===== src/rtl/id_ex_stage.sv =====
// id_ex_stage: ID/EX pipeline register with load-use stall/bubble, flush and hold.
// Define ID_EX_BUBBLE_CNT_EN to add the bubble_cnt counter port.
module id_ex_stage #(
  parameter int XLEN = 32,
  parameter int CNT_W = 32
) (
  input  logic            clk,
  input  logic            rst,
  input  logic            id_valid,
  input  logic [12:0]     id_ctrl,
  input  logic [XLEN-1:0] id_pc,
  input  logic [XLEN-1:0] id_rs1_val,
  input  logic [XLEN-1:0] id_rs2_val,
  input  logic [XLEN-1:0] id_imm,
  input  logic [4:0]      id_rs1,
  input  logic [4:0]      id_rs2,
  input  logic [4:0]      id_rd,
  input  logic [2:0]      id_funct3,
  input  logic            id_funct7_b5,
  input  logic            flush,
  input  logic            hold,
  output logic            stall_out,
  output logic            ex_valid,
  output logic [12:0]     ex_ctrl,
  output logic [XLEN-1:0] ex_pc,
  output logic [XLEN-1:0] ex_rs1_val,
  output logic [XLEN-1:0] ex_rs2_val,
  output logic [XLEN-1:0] ex_imm,
  output logic [4:0]      ex_rs1,
  output logic [4:0]      ex_rs2,
  output logic [4:0]      ex_rd,
  output logic [2:0]      ex_funct3,
`ifdef ID_EX_BUBBLE_CNT_EN
  output logic [CNT_W-1:0] bubble_cnt,
`endif
  output logic            ex_funct7_b5
);
  logic rs1_used, rs2_used, load_use, bubble;
  assign rs1_used = (id_ctrl[6:5] == 2'b00) | id_ctrl[0];
  assign rs2_used = ((id_ctrl[4:3] == 2'b00) & (id_ctrl[10] | id_ctrl[1])) | id_ctrl[11];
  assign load_use = id_valid & ex_valid & ex_ctrl[12] & (ex_rd != 5'd0) &
                    ((rs1_used & (ex_rd == id_rs1)) | (rs2_used & (ex_rd == id_rs2)));
  assign stall_out = (load_use | hold) & ~flush;
  // flush beats hold; a load-use bubble only goes in when not held
  assign bubble = flush | (~hold & load_use);
  always_ff @(posedge clk)
    if (rst || bubble) begin
      {ex_valid, ex_ctrl, ex_pc, ex_rs1_val, ex_rs2_val, ex_imm} <= '0;
      {ex_rs1, ex_rs2, ex_rd, ex_funct3, ex_funct7_b5} <= '0;
    end else if (!hold) begin
      ex_valid     <= id_valid;
      ex_ctrl      <= id_valid ? id_ctrl : 13'd0;
      ex_pc        <= id_pc;
      ex_rs1_val   <= id_rs1_val;
      ex_rs2_val   <= id_rs2_val;
      ex_imm       <= id_imm;
      ex_rs1       <= id_rs1;
      ex_rs2       <= id_rs2;
      ex_rd        <= id_rd;
      ex_funct3    <= id_funct3;
      ex_funct7_b5 <= id_funct7_b5;
    end
`ifdef ID_EX_BUBBLE_CNT_EN
  always_ff @(posedge clk)
    if (rst) bubble_cnt <= '0;
    else if (bubble) bubble_cnt <= bubble_cnt + 1'b1;
`endif
endmodule


===== config.mk =====
export PLATFORM = sky130hd
export DESIGN_NAME = id_ex_stage
export DESIGN_NICKNAME = d
export VERILOG_FILES = /design/src/rtl/id_ex_stage.sv
export SDC_FILE = /design/constraint.sdc
export NUM_CORES = 1
export LEC_CHECK = 0
export ABC_AREA = 1
export CAP_MARGIN = 40
export CORE_UTILIZATION = 30
export DETAILED_ROUTE_END_ITERATION = 6
export PLACE_DENSITY = 0.65
export SETUP_SLACK_MARGIN = 0.4
export SLEW_MARGIN = 40
export SYNTH_ARGS = -nofsm -noshare
export SYNTH_HDL_FRONTEND = slang
export SYNTH_SLANG_ARGS = --single-unit

===== constraint.sdc =====
create_clock -name clk -period 4.5 [get_ports clk]
set_clock_uncertainty 0.15 [all_clocks]
set_input_delay 0.45 -clock clk [delete_from_list [all_inputs] [get_ports clk]]
set_output_delay 0.45 -clock clk [all_outputs]
set_load 0.1 [all_outputs]

==> impl_metrics.csv <==
group,metric,value,unit
run_status,status,"complete, no violations",
sta,clock.fmax,394,MHz
floorplan,die_x,141,um
yosys,synth.largest_area_cell,"dfxtp_1",
global_route,grt_overflow,0,
clocking,postCtsHoldBufs,0,
yosys,netlist_area,5810,sq um
routing,vias,4971,
routing,routed_via_density,4.30,
hold_path,hold_class,"reg -> reg",
yosys,synth_top_area_share,55.5,%
critical_path,r2r-end,"ex_rs1_val[24]$_SDFFE_PP0N_",
critical_path,path_class,"in -> out",
final_layout,syn_to_final_growth,56.2,%
clocking,cts_tree,"built",
clocking,cts_root_buf,"clkbuf_16",
placement,port_buffers,326,
final_layout,final_util,48.2,%
critical_path,r2r_start,"ex_rd[1]$_SDFFE_PP0N_",
sta,slew_viol_final,0,
power,vdd_drop_max,0.248,mV
placement,gp_congestion,0.738,
clocking,cts.path.max_buffers,2,
floorplan,top_level_ports,327,
critical_path,end_kind,"output port",
yosys,ys_seq_area_share,55.5,%
yosys,yosysWarnings,0,
yosys,synth_area_leaders,"dfxtp_1 56%, mux2i_1 25%, nor2_1 11%, buf_2 1.8%, a22oi_1 1.7%",
sta,final.min_clock_period,2.53,ns
critical_path,cp-start-kind,"input pin",
routing,drt_iter0_drc,116,
global_route,antenna_found_initial,0,
final_layout,layout-drive-gt1-share,22.5,%
yosys,synth_cells,568,
final_layout,num_antenna_cells,0,
critical_path,worst_r2r_path_depth,9,
routing,drt_pass1_iterations,4,
sta,fin_tns_setup,0,ns
placement,dp.cells,1125,
routing,drc,0,
power,fin_total_pwr,3.67,mW
floorplan,start_util,30.8,%
yosys,synth_top_family_by_area,"multiplexers",
sta,rsz0062_at_grt,"false",
clocking,cts_setup_buffers,0,
yosys,synth_xor_area_share,1.21,%
yosys,synth_fa_ha_area_share,0,%
floorplan,dieArea,19900,sq um
power,cellLeakagePower,4.38,nW
clocking,numCtsBuffers,17,
floorplan,core_area,18800,sq um
critical_path,regToRegSetupSlack,2.10,ns
global_route,grt_start_max_net_pins,67,
clocking,h-tree-depth,4,
yosys,ys_ff_latch,161,
clocking,cts-resized-gates,0,
yosys,synthMuxAreaShare,25.0,%
sta,setup_viol,0,
routing,wl_per_cell,14.4,um
global_route,grt_pass1_wl,25000,um
final_layout,final-instance-count-excl-fill,1157,
sta,maxSlewHeadroom,49.8,%
global_route,grtUsageTotal,16.4,%
routing,drtAntennaViolNets,0,
hold_path,min_from,"ex_imm[12]$_SDFFE_PP0N_",
critical_path,crit_required,3.90,ns
sta,hold_viol,0,
clocking,clk_pin_slew,0.06,ns
yosys,synth_compound_area_share,2.11,%
routing,totalWireLength,16700,um
sta,worstMarginPinSlew,0.753,ns
clocking,insertion_delay,0.42,ns
final_layout,final_net_count,1049,
power,power_density,404,nW/um^2
placement,dp_hpwl,12300,um
floorplan,rows,50,
yosys,synth_simple_gate_area_share,12.6,%
hold_path,hold_end,"ex_imm[12]$_SDFFE_PP0N_",
yosys,syn_area_per_cell,10.2,sq um
critical_path,crit_arrival,1.93,ns
global_route,grt_pass1_vias,4580,
sta,finalCritPeriodShare,56.3,%
critical_path,crit_fanout,2,
yosys,ys_types,17,
floorplan,die_height,141,um
yosys,synth_nets,733,
hold_path,holdPathStages,2,
clocking,cts.sinks,161,
run,cap_violations,0,
[kinds of logic (layout without fill, tap and decap cells)]
kind of cell / Yosys count / after routing
AOI/OAI and AO/OA: 18 / 18
xor gates and xnor gates: 8 / 8
buffers and inverters: 44 / 373
DFF: 161 / 161
muxes: 145 / 145
and+or+nand+nor: 192 / 192
[metal layers]
metal	share of wire, %	wire length [um]	global-route usage [%]	vias up
met2	45	7590	27.0	222
li1	-	-	-	2511
met3	11	1810	7.17	15
met5	0	0	0	-
met4	1.6	264	6.24	0
met1	42	7050	18.8	2223
[cell type report]
| cell class | instances | area, sq um |
|---|---|---|
| clock inverter | 13 | 154 |
| timing repair buffer | 333 | 2530 |
| tap | 260 | 325 |
| multi-input combinational | 363 | 2380 |
| sequential | 161 | 3220 |
| clock buffer | 19 | 433 |
| inverter | 8 | 30.0 |
| fill | 1835 | 9760 |
[cells in the final DEF, fill, tap and decap left out]
cell / Yosys / layout
buf_2: 21 / 161
clkbuf_1: 11 / 2
bufinv_16: 0 / 2
clkbuf_8: 0 / 1
nand4_1: 1 / 1
inv_1: 7 / 7
a22oi_1: 13 / 13
dfxtp_1: 161 / 161
mux2i_1: 145 / 145
xnor2_1: 3 / 3
nand3_1: 3 / 3
clkinv_4: 0 / 2
buf_6: 1 / 1
clkinv_2: 0 / 1
inv_6: 0 / 3
clkbuf_16: 0 / 17
nand2_1: 12 / 12
nand2_4: 0 / 1
a21oi_1: 5 / 5
buf_12: 0 / 1
clkinvlp_4: 0 / 3
clkdlybuf4s50_1: 0 / 163
buf_4: 3 / 6
xor2_1: 5 / 5
inv_8: 0 / 2
nor2_1: 175 / 175
inv_2: 1 / 1
[registers in the layout (all words and copies together) (netlist names)]
register and flops:
ex_ctrl 13, ex_funct3 3, ex_funct7_b5 1, ex_imm 32, ex_pc 32, ex_rd 5
ex_rs1 5, ex_rs1_val 32, ex_rs2 5, ex_rs2_val 32, ex_valid 1
[synthesized netlist by cell type]
library cell and count:
clkbuf_1 11, buf_6 1, a22oi_1 13, mux2i_1 145
xor2_1 5, nand2_2 1, xnor2_1 3, inv_1 7
a21oi_1 5, nand4_1 1, buf_2 21, inv_2 1
dfxtp_1 161, buf_4 3, nand3_1 3, nor2_1 175
nand2_1 12
[how the worst max path moves through the flow]
stage | startpoint | end | slack (ns) | cells after the start
floorplan | ex_rd[1]$_SDFFE_PP0N_ | stall_out | 0.95 | 7
global placement | id_rs2[1] | ex_rs1_val[9]$_SDFFE_PP0N_ | 1.60 | 10
detailed placement | id_rs2[1] | ex_rs1_val[17]$_SDFFE_PP0N_ | 1.56 | 10
CTS | ex_rd[1]$_SDFFE_PP0N_ | stall_out | 1.92 | 8
global route | ex_rd[1]$_SDFFE_PP0N_ | ex_rs1_val[10]$_SDFFE_PP0N_ | 1.82 | 9
finish | id_rs2[1] | stall_out | 1.97 | 9
[report_power, final]
group	internal, mW	switching, mW
sequential	1.47	0.0235
clock	0.831	0.629
combinational	0.234	0.478
[worst max-delay path, stage by stage]
cell	delay, ns
clkdlybuf4s50_1	0.50
xnor2_1	0.12
nand2_1	0.08
nor2_1	0.14
nand2_1	0.06
nand2_1	0.08
nand2_1	0.06
a21oi_1	0.12
buf_4	0.31
[stage by stage]
stage / hold WS [ns] / setup WS [ns] / cell area [sq um]
3_3_place_gp: 0.335 / 1.60 / 9290
2_1_floorplan: 0.459 / 0.946 / 5810
3_5_place_dp: 0.339 / 1.56 / 8480
4_1_cts: 0.355 / 1.92 / 9070
6_report: 0.354 / 1.97 / 9070
5_1_grt: 0.379 / 1.82 / 9070
Power figures use the tool's default switching activity.
